**src/rtl/ntt_pkg.sv**
```systemverilog
// Shared types and modular-arithmetic helpers for the streaming NTT engine.
package ntt_pkg;

    typedef enum logic [1:0] {
        LOAD  = 2'd0,
        BFLY  = 2'd1,
        DRAIN = 2'd2
    } ntt_state_e;

    function automatic int unsigned bitrev(input int unsigned idx, input int unsigned width);
        int unsigned r;
        r = 0;
        for (int unsigned b = 0; b < width; b++) begin
            r = (r << 1) | ((idx >> b) & 32'd1);
        end
        return r;
    endfunction

    function automatic int unsigned modmul(input int unsigned a, input int unsigned b,
                                           input int unsigned q);
        longint unsigned p;
        p = 64'(a) * 64'(b);
        return 32'(p % 64'(q));
    endfunction

    function automatic int unsigned modadd(input int unsigned a, input int unsigned b,
                                           input int unsigned q);
        int unsigned s;
        s = a + b;
        return (s >= q) ? s - q : s;
    endfunction

    function automatic int unsigned modsub(input int unsigned a, input int unsigned b,
                                           input int unsigned q);
        int unsigned s;
        s = a + q - b;
        return (s >= q) ? s - q : s;
    endfunction

    function automatic int unsigned modpow(input int unsigned b, input int unsigned e,
                                           input int unsigned q);
        int unsigned r;
        r = 1;
        for (int unsigned i = 0; i < e; i++) begin
            r = modmul(r, b, q);
        end
        return r;
    endfunction

    // Smallest g with g^n == -1 mod q, i.e. a primitive 2n-th root of unity for power-of-two n.
    function automatic int unsigned find_phi(input int unsigned n, input int unsigned q);
        for (int unsigned g = 2; g < q; g++) begin
            if (modpow(g, n, q) == q - 1) return g;
        end
        return 0;
    endfunction

endpackage

```
**src/rtl/ntt_twiddle_rom.sv**
```systemverilog
// Constant twiddle tables: phi^i, forward/inverse butterfly twiddles and inverse output scaling.
module ntt_twiddle_rom import ntt_pkg::*; #(
    parameter              TW_FILE = "ntt_tw.mem",
    parameter int unsigned Q       = 17,
    parameter int unsigned N       = 8,
    parameter int unsigned LOGQ    = 5,
    parameter int unsigned LOGN    = 3,
    parameter int unsigned N_INV   = 15
) (
    input  logic [LOGN-1:0] phi_idx,
    output logic [LOGQ-1:0] phi,
    input  logic [LOGN-2:0] w_idx,
    output logic [LOGQ-1:0] w_fwd,
    output logic [LOGQ-1:0] w_inv,
    input  logic [LOGN-1:0] s_idx,
    output logic [LOGQ-1:0] s
);

    // Tables are elaborated from Q and N so the image always matches the parameters.
    localparam int unsigned Phi      = find_phi(N, Q);
    localparam int unsigned PhiInv   = modpow(Phi, 2 * N - 1, Q);
    localparam int unsigned Omega    = modmul(Phi, Phi, Q);
    localparam int unsigned OmegaInv = modmul(PhiInv, PhiInv, Q);

    logic [LOGQ-1:0] phi_tab   [N];
    logic [LOGQ-1:0] s_tab     [N];
    logic [LOGQ-1:0] w_fwd_tab [N/2];
    logic [LOGQ-1:0] w_inv_tab [N/2];

    for (genvar i = 0; i < N; i++) begin : g_full
        assign phi_tab[i] = LOGQ'(modpow(Phi, i, Q));
        assign s_tab[i]   = LOGQ'(modmul(N_INV, modpow(PhiInv, i, Q), Q));
    end

    for (genvar j = 0; j < N / 2; j++) begin : g_half
        assign w_fwd_tab[j] = LOGQ'(modpow(Omega, j, Q));
        assign w_inv_tab[j] = LOGQ'(modpow(OmegaInv, j, Q));
    end

    assign phi   = phi_tab[phi_idx];
    assign s     = s_tab[s_idx];
    assign w_fwd = w_fwd_tab[w_idx];
    assign w_inv = w_inv_tab[w_idx];

endmodule

```
**src/rtl/ntt_stream_fwd_inv.sv**
```systemverilog
// Streaming negacyclic NTT/INTT: bit-reversed load, in-place radix-2 DIT butterflies,
// natural-order drain with optional inverse scaling.
module ntt_stream_fwd_inv import ntt_pkg::*; #(
    parameter int unsigned Q       = 17,
    parameter int unsigned N       = 8,
    parameter int unsigned LOGQ    = 5,
    parameter int unsigned LOGN    = 3,
    parameter int unsigned N_INV   = 15,
    parameter              TW_FILE = "ntt_tw.mem"
) (
    input  logic            clk,
    input  logic            reset_n,
    input  logic            in_valid,
    output logic            in_ready,
    input  logic [LOGQ-1:0] poly_in,
    input  logic            mode_inv,
    output logic            out_valid,
    input  logic            out_ready,
    output logic [LOGQ-1:0] poly_out,
    output logic            out_last,
    output logic            busy
);

    localparam int unsigned     SW        = (LOGN > 1) ? $clog2(LOGN) : 1;
    localparam logic [LOGN-1:0] CntLast   = LOGN'(N - 1);
    localparam logic [LOGN-1:0] CntHalf   = LOGN'(N / 2 - 1);
    localparam logic [SW-1:0]   StageLast = SW'(LOGN - 1);

    ntt_state_e      state_q, state_d;
    logic [LOGN-1:0] cnt_q, cnt_d;
    logic [SW-1:0]   stage_q, stage_d;
    logic            mode_q, mode_d;
    logic            settle_q, settle_d;

    logic [LOGQ-1:0] a_q [N];

    logic [LOGQ-1:0] phi_val, w_fwd_val, w_inv_val, s_val, tw_val;
    logic [LOGN-1:0] j_idx, pos, u_idx, v_idx, tw_full, load_idx;
    logic [LOGN-2:0] w_idx;
    logic [SW-1:0]   tw_shift;
    logic [LOGQ-1:0] u_val, v_val, t_val, bu_val, bv_val, load_val, drain_val;
    logic            load_inv, load_we, bfly_we;

    ntt_twiddle_rom #(
        .TW_FILE (TW_FILE),
        .Q       (Q),
        .N       (N),
        .LOGQ    (LOGQ),
        .LOGN    (LOGN),
        .N_INV   (N_INV)
    ) u_rom (
        .phi_idx (cnt_q),
        .phi     (phi_val),
        .w_idx   (w_idx),
        .w_fwd   (w_fwd_val),
        .w_inv   (w_inv_val),
        .s_idx   (cnt_q),
        .s       (s_val)
    );

    // Butterfly j of stage s pairs u = group*2^(s+1) + pos with v = u + 2^s.
    always_comb begin
        j_idx    = {1'b0, cnt_q[LOGN-2:0]};
        pos      = j_idx & ((LOGN'(1) << stage_q) - LOGN'(1));
        u_idx    = ((j_idx >> stage_q) << (32'(stage_q) + 32'd1)) | pos;
        v_idx    = u_idx | (LOGN'(1) << stage_q);
        tw_shift = StageLast - stage_q;
        tw_full  = pos << tw_shift;
        w_idx    = tw_full[LOGN-2:0];
        load_idx = LOGN'(bitrev(32'(cnt_q), LOGN));
    end

    always_comb begin
        tw_val    = mode_q ? w_inv_val : w_fwd_val;
        u_val     = a_q[u_idx];
        v_val     = a_q[v_idx];
        t_val     = LOGQ'(modmul(32'(v_val), 32'(tw_val), Q));
        bu_val    = LOGQ'(modadd(32'(u_val), 32'(t_val), Q));
        bv_val    = LOGQ'(modsub(32'(u_val), 32'(t_val), Q));
        // Beat 0 uses the live mode bit; later beats use the copy captured with beat 0.
        load_inv  = (cnt_q == '0) ? mode_inv : mode_q;
        load_val  = load_inv ? LOGQ'(32'(poly_in) % Q)
                             : LOGQ'(modmul(32'(poly_in), 32'(phi_val), Q));
        drain_val = mode_q ? LOGQ'(modmul(32'(a_q[cnt_q]), 32'(s_val), Q)) : a_q[cnt_q];
    end

    always_comb begin
        state_d   = state_q;
        cnt_d     = cnt_q;
        stage_d   = stage_q;
        mode_d    = mode_q;
        settle_d  = 1'b0;
        in_ready  = (state_q == LOAD);
        busy      = (state_q != LOAD);
        out_valid = (state_q == DRAIN) && !settle_q;
        out_last  = out_valid && (cnt_q == CntLast);
        poly_out  = out_valid ? drain_val : '0;
        load_we   = in_ready && in_valid;
        bfly_we   = (state_q == BFLY);

        unique case (state_q)
            LOAD: begin
                if (in_valid) begin
                    if (cnt_q == '0) mode_d = mode_inv;
                    if (cnt_q == CntLast) begin
                        cnt_d   = '0;
                        stage_d = '0;
                        state_d = BFLY;
                    end else begin
                        cnt_d = cnt_q + LOGN'(1);
                    end
                end
            end
            BFLY: begin
                if (cnt_q == CntHalf) begin
                    cnt_d = '0;
                    if (stage_q == StageLast) begin
                        stage_d  = '0;
                        state_d  = DRAIN;
                        // One idle cycle before the first output beat.
                        settle_d = 1'b1;
                    end else begin
                        stage_d = stage_q + SW'(1);
                    end
                end else begin
                    cnt_d = cnt_q + LOGN'(1);
                end
            end
            DRAIN: begin
                if (out_valid && out_ready) begin
                    if (cnt_q == CntLast) begin
                        cnt_d   = '0;
                        state_d = LOAD;
                    end else begin
                        cnt_d = cnt_q + LOGN'(1);
                    end
                end
            end
            default: begin
                state_d = LOAD;
                cnt_d   = '0;
                stage_d = '0;
            end
        endcase
    end

    always_ff @(posedge clk or negedge reset_n) begin
        if (!reset_n) begin
            state_q  <= LOAD;
            cnt_q    <= '0;
            stage_q  <= '0;
            mode_q   <= 1'b0;
            settle_q <= 1'b0;
        end else begin
            state_q  <= state_d;
            cnt_q    <= cnt_d;
            stage_q  <= stage_d;
            mode_q   <= mode_d;
            settle_q <= settle_d;
        end
    end

    always_ff @(posedge clk) begin
        if (load_we) begin
            a_q[load_idx] <= load_val;
        end
        if (bfly_we) begin
            a_q[u_idx] <= bu_val;
            a_q[v_idx] <= bv_val;
        end
    end

endmodule

```
**config.mk**
```make
export PLATFORM = sky130hd
export DESIGN_NAME = ntt_stream_fwd_inv
export DESIGN_NICKNAME = d
export VERILOG_FILES = /design/src/rtl/ntt_pkg.sv /design/src/rtl/ntt_twiddle_rom.sv /design/src/rtl/ntt_stream_fwd_inv.sv
export SDC_FILE = /design/constraint.sdc
export NUM_CORES = 1
export LEC_CHECK = 0
export ABC_CLOCK_PERIOD_IN_PS = 40600
export CAP_MARGIN = 20
export CORE_ASPECT_RATIO = 0.6
export CORE_MARGIN = 3
export CORE_UTILIZATION = 50
export CTS_BUF_LIST = sky130_fd_sc_hd__clkbuf_8
export CTS_CLUSTER_DIAMETER = 80
export CTS_CLUSTER_SIZE = 40
export DETAILED_ROUTE_END_ITERATION = 10
export GPL_TIMING_DRIVEN = 0
export HOLD_SLACK_MARGIN = 0.06
export PLACE_DENSITY = 0.77
export SLEW_MARGIN = 20
export SYNTH_ARGS = -nofsm -noshare
export SYNTH_HDL_FRONTEND = slang
export SYNTH_HIERARCHICAL = 1
export SYNTH_SLANG_ARGS = --single-unit
```
**constraint.sdc**
```tcl
create_clock -name clk -period 40.6 [get_ports clk]
set_input_delay 4.06 -clock clk [delete_from_list [all_inputs] [get_ports clk]]
set_output_delay 4.06 -clock clk [all_outputs]
set_load 0.005 [all_outputs]
```
== After elaboration in Yosys (flattened, before gate mapping) ==
Memories as Yosys holds them, arrays and structs flattened.
Index checks and enable logic that the tools add are counted.
Widths: inputs -> output; s select.

* Bits in registers: 9
* Memory bits (writable): 40
* Memory bits (read-only): 80
* Logic and storage cells: 108
* Memories: 3

* Add/subtract/negate cells: 10
* Multipliers: 3
* Divide/modulo/power cells: 4
* $lt $le $gt $ge: 4
* Equal/unequal tests: 11
* Shift-type cells: 4
* Muxes and demuxes: 43
* Bitwise operators: 8
* Reductions and logical operators: 13

{| class="wikitable"
|+ Memory list
! memory !! depth !! width !! read ports !! clocked after Yosys merged registers in !! write ports !! RTL line !! text
|-
| (name not given) || 8 || 5 || 1 || 0 || 0 || ntt_twiddle_rom.sv:40 || <nowiki>assign phi = phi_tab[phi_idx];</nowiki>
|-
| (name not given) || 8 || 5 || 1 || 0 || 0 || ntt_twiddle_rom.sv:41 || <nowiki>assign s = s_tab[s_idx];</nowiki>
|-
| a_q || 8 || 5 || 3 || 0 || 2 || ntt_stream_fwd_inv.sv:35 || <nowiki>logic [LOGQ-1:0] a_q [N];</nowiki>
|}

{| class="wikitable"
|+ Operators by type and width
! cell !! number
|-
| $mod 10x5->64 const B || 3
|-
| $mux 5 || 15
|-
| $ge 32x5->1 const B || 1
|-
| $mod 5x5->32 const B || 1
|-
| $mul 5x5->10 || 3
|-
| $bmux 5 s2 || 2
|-
| $mux 2 || 9
|-
| $mux 3 || 5
|-
| $pmux 2 s3 || 2
|-
| $ne 2x1->1 const B || 5
|-
| $sub 5x5->5 const B || 2
|-
| $mux 1 || 9
|-
| $pmux 3 s3 || 1
|-
| $sub 6x5->7 || 1
|-
| $add 5x5->6 || 1
|-
| $add 5x5->6 const B || 1
|-
| $ge 6x5->1 const B || 1
|-
| $or 3x3->3 || 2
|-
| $reduce_and 6->1 || 1
|-
| $reduce_or 5->1 || 1
|-
| $eq 2x2->1 const B || 2
|-
| $ge 4x4->1 const B || 1
|-
| $logic_and 1x1->1 || 4
|-
| $not 3->4 || 1
|-
| 25 further kinds || 26
|}

== Longest topological paths before layout ==
* Depth in word-level cells: 15
* Mapped depth: 61

== By module ==
Netlist, hierarchy kept.

{| class="wikitable"
|+ By module, submodules not included
! module !! instances !! cells an instance !! area each (um^2) !! sequential area each (um^2)
|-
| ntt_stream_fwd_inv || 1 || 1,423 || 10,930.5 || 1,426.4
|-
| ntt_twiddle_rom || 1 || 28 || 188.9 || 0.0
|}

== Worst setup path after synthesis ==
Ideal clock, no wire load.

* Path kind: register to output
* From: register cnt_q[0]
* To: output port poly_out[3]
* Arrival: 10.037 ns
* Data required time: 36.540 ns
* Slack: 26.503 ns
* Stages on the path, launching flop included: 39
* Buffers on the path: 5
* Path through: dfrtp_1 clkbuf_1 buf_1 mux4_2 mux2i_1 nand2b_1 fa_1 fa_1 fa_1 inv_1 ha_1 buf_2 nand2b_1 a21oi_1 xor2_1 a211oi_1 nand2_1 ha_1 [3 not listed] and4_1 buf_2 mux2i_2 o41a_1 o31a_1 a21oi_1 ha_1 a2111oi_0 nand3_1 a211oi_1 and2_1 clkbuf_1 xnor2_1 ha_1 inv_1 o41a_1 o21ai_1 nor4bb_1

* Longest elaborated chain between the ends: 8
* Elaborated cells between the ends (all ways): 9
* Classes of those cells: mul (1); div (1); mux (4); bitwise (1); memory (2)

{| class="wikitable"
|+ RTL lines
! element !! RTL line !! text
|-
| start: declaration || ntt_stream_fwd_inv.sv:30 || <nowiki>logic [LOGN-1:0] cnt_q, cnt_d;</nowiki>
|-
| start signal: assignment || ntt_stream_fwd_inv.sv:156 || <nowiki>cnt_q <= cnt_d;</nowiki>
|-
| $not 3->4 (not written as such) || ntt_twiddle_rom.sv:41 ||
|-
| $mem_v2 8x5 || n/a ||
|-
| $mux 5 (not written as such) (2 in a row) || ntt_twiddle_rom.sv:41 ||
|-
| $mul 5x5->10 || ntt_pkg.sv:22 || <nowiki>p = 64'(a) * 64'(b);</nowiki>
|-
| $mod 10x5->64 || ntt_pkg.sv:23 || <nowiki>return 32'(p % 64'(q));</nowiki>
|-
| $mux 5 * || ntt_stream_fwd_inv.sv:84 || <nowiki>drain_val = mode_q ? LOGQ'(modmul(32'(a_q[cnt_q]), 32'(s_val), Q)) : a_q[cnt_q];</nowiki>
|-
| $mux 5 * || ntt_stream_fwd_inv.sv:97 || <nowiki>poly_out = out_valid ? drain_val : '0;</nowiki>
|-
| end: declaration || ntt_stream_fwd_inv.sv:19 || <nowiki>output logic [LOGQ-1:0] poly_out,</nowiki>
|}

Mark *: on every way between the ends. The rest lies on a longest branch, timed or not. The select of a mux whose other input is x is not followed.

== Worst setup path after layout ==
Same ends and word-level chain as after synthesis.

==> results by stage <==
Status:
- The run finished with clean final reports.

Floorplan:
- The number of top-level design ports is 19.
- The die area is 0.02412 sq mm.
- The horizontal die dimension is 198.5 microns.
- The chip height is 121.5 microns.
- The placement row count is 41.
- For this configuration, the core starts out at a cell density of 51.86%.
- The core footprint is 0.02144 sq mm.

Yosys:
- The count of unique library cells instantiated by Yosys is 106.
- In this run the mean area of a mapped cell was 7.663 sq um.
- By area the synthesized netlist is led by ha_1 (11%), edfxtp_1 (11%), nand2_1 (6.4%).
- nand2_1 is the most common cell in the netlist.
- The synthesized instance count is 1451.
- The top-area cell type share of the netlist area is 11.14%.
- The synthesized design spends more area on one cell type than any other, namely ha_1.
- The most used flip-flop cell after synthesis is edfxtp_1.
- Summing every instance area after synthesis gives 0.01112 sq mm.
- In this run, synthesis inferred 40 flip-flops with an integrated enable.
- Counting instances in the post-synthesis netlist gives the leading cell types as nand2_1 (191), nor2_1 (117), ha_1 (99).
- For this run, the number of Yosys warnings is 6.
- The sequential area share after synthesis is 12.83%.
- The proportion of register bits with asynchronous set or reset after synthesis is 18.37%.
- The number of synthesized register bits is 49.

Placed design:
- The estimated wirelength of the detail-placed design is 26.29 mm.
- The congestion estimate from routability-driven global placement came to 0.9972.
- The number of buffers added on ports is 18.

Setup path:
- The worst setup path is launched from a register.
- The capture instance of the worst register-to-register path is a_q[5][2]$_DFFE_PP_.
- The number of buffers and inverters on the critical path is 8.
- The setup check on the worst reg-to-reg path leaves a slack of 24.44 ns.
- The most critical setup path has its endpoint at poly_out[3].
- STA classifies the critical path endpoint as an output pin.
- The most numerous cell on the critical path is ha_1.
- The origin of the worst setup path is cnt_q[0]$_DFFE_PN0P_.
- STA puts the critical path data arrival time at 13.37 ns.
- The maximum single-stage delay on the critical path is 0.65 ns.
- By startpoint and endpoint, the worst setup path is classified as register to output pin.
- The cell type of the slowest stage on the worst timing path is a211oi_1.
- The launching point of the worst reg2reg path is stage_q[0]$_DFFE_PN0P_.
- The critical path's top delay family is compound AO/OA/AOI/OAI gates.
- Data on the critical path is required at its endpoint by 36.54 ns.
- The number of cells on the worst reg-to-reg path is 55.
- The largest fanout on the critical path is 10.
- The logic depth of the worst setup path including buffers is 39.

Worst hold path:
- The tightest min-delay check is of the register to register type.

STA:
- Clock skew on the completed layout was measured at 0.008657 ns.
- The setup violation total in the final timing report is 0.
- The final setup TNS is 0 ns.
- Setup repair after global routing left no endpoint under its margin.
- The clock period minus final worst setup slack is 17.43 ns.
- At the pin with the least slew margin, the transition time is 1.142 ns.
- For this run, the top clock speed supported by timing is 57.38 MHz.
- After layout, the worst path uses 42.92% of the clock period.
- The number of hold-slack violations in the final timing report is 0.
- The relative slew slack is 23.30%.
- The total count of max-transition violations in the final report is 0.

Clock tree:
- The latest clock arrival within the worst-skew pair is 0.31 ns.
- Once the clock tree was built, the setup fixing pass inserted 0 buffers.
- In this run, post-CTS repair resized a total of 0 instances.
- The clock transition at the registers of the reported paths is 0.09 ns.
- The root cell of the clock tree is clkbuf_8.
- In this run the number of H-tree levels came out at 2.
- Buffers inserted to repair hold after CTS numbered 0.
- The clock sink total is 49.
- TritonCTS built the clock tree.
- The number of buffers between clock root and the deepest sink is 2.
- Clock tree synthesis inserted a total of 5 buffers.

Flow run:
- Max-cap violations in this run came to 0.

Routing:
- The post-detailed-route DRC marker count is 0.
- The first TritonRoute pass finished after 8 iterations.
- The via total after detailed routing is 11460.
- The final routed wirelength across all metal layers is 32.09 mm.
- The number of vias per cell after detailed routing is 6.514.
- The number of design-rule violations left by the first detailed-router iteration is 1604.
- The detail route stage leaves a number of antenna-violating nets equal to 0.
- The average routed wire per standard cell is 18.24 microns.

Layout:
- The number of antenna repair diodes is 0.
- The number of fill cells is 2042.
- The multi-input logic area is 0.009091 sq mm.
- The area used by sequential logic in the layout is 0.001426 sq mm.
- Of the cells placed in the final design, the portion with a size suffix greater than 1 is 7.905%.
- From synthesis to final layout, the design area changed by 5.638%.
- The number of nets at the end of the flow is 1617.

Global route:
- Global routing consumed, over all layers together, 25.99% of the routing resources.
- The pin count of the biggest net entering global routing is 17.
- The first global-routing pass estimated 51.56 mm of wire.
- The global-route congestion overflow total is 0.
- The via count of the first global-routing pass is 9873.
- The number of antenna violations at the first check in global routing is 0.
-- kinds of logic (layout without fill, tap and decap cells) --
logic type | after synthesis | after routing | share of synthesized area [%]
compound gates | 432 | 432 | 27.35
flops | 49 | 49 | 12.83
other cells | 2 | 5 | 0.06754
xor+xnor | 45 | 45 | 3.545
fa+ha+maj | 128 | 128 | 16.36
simple gates | 572 | 572 | 25.51
buf+inv | 149 | 175 | 5.514
mux | 74 | 74 | 8.822
-- per-stage QoR --
step / utilization, % / cells / hold WS, ns / setup WS (ns) / instance area (sq um)
finish: 54.78 / 1759 / 0.6589 / 23.17 / 11750
global route: 54.78 / 1759 / 0.6834 / 22.36 / 11750
CTS: 54.78 / 1759 / 0.6475 / 23.48 / 11750
detailed placement: 54.38 / 1751 / 0.6273 / 23.88 / 11660
global placement: 54.38 / 1751 / 0.6164 / 23.89 / 11660
floorplan: - / 1454 / 0.5630 / 26.50 / 11130
-- how the worst min path moves through the flow --
| stage | start | end | cells after the start | slack [ns] |
|---|---|---|---|---|
| global route | stage_q[1]$_DFFE_PN0P_ | stage_q[1]$_DFFE_PN0P_ | 2 | 0.68 |
| finish | stage_q[1]$_DFFE_PN0P_ | stage_q[1]$_DFFE_PN0P_ | 2 | 0.66 |
| detailed placement | stage_q[1]$_DFFE_PN0P_ | stage_q[1]$_DFFE_PN0P_ | 2 | 0.63 |
| floorplan | stage_q[1]$_DFFE_PN0P_ | stage_q[1]$_DFFE_PN0P_ | 2 | 0.56 |
| global placement | stage_q[1]$_DFFE_PN0P_ | stage_q[1]$_DFFE_PN0P_ | 2 | 0.62 |
| CTS | stage_q[1]$_DFFE_PN0P_ | stage_q[1]$_DFFE_PN0P_ | 2 | 0.65 |
-- routing by layer --
layer,track usage [%],routed length (microns),part of all wire [%],up-vias
li1,-,-,-,5454
met1,43.03,15650,49,5366
met2,33.99,12020,37,614
met3,6.521,4205,13,24
met4,2.675,211,0.66,0
met5,0,0,0,-
-- cell type report --
cell class	instances	area share (%)
clock buffer	5	0.5859
tap	279	2.972
inverter	100	3.238
buffer	49	1.981
clock inverter	3	0.1491
timing repair buffer	18	1.534
sequential	49	12.14
multi-input combinational	1256	77.40
-- cells in the final DEF, fill, tap and decap left out, drive strengths merged, types with 11 or more instances in the layout --
master	n
nor2b	23
fa	29
o211ai	23
a31oi	28
o21a	11
ha	99
nor2	117
xnor2	32
o22ai	14
nand2b	25
edfxtp	40
mux2i	47
o21ai	84
and2	27
and3	12
a211oi	34
nand4	14
a21oi	93
inv	99
xor2	13
or3	17
clkdlybuf4s50	18
nor3	39
a21o	16
nand2	192
nand3	45
buf	21
or2	15
clkbuf	33
o31ai	14
mux4	18
-- registers in the layout (all words and copies together) (netlist names) --
signal,flops
a_q,40
cnt_q,3
stage_q,2
state_q,2
mode_q,1
settle_q,1
-- worst min-delay path, stage by stage (launching register included) --
cell and delay, ns:
dfrtp_1 0.49, nand2_1 0.08, o21ai_0 0.06
Power is left out: the tool's default activity adds up to more than one toggle a clock period on the data nets, which glitch-free logic cannot reach.
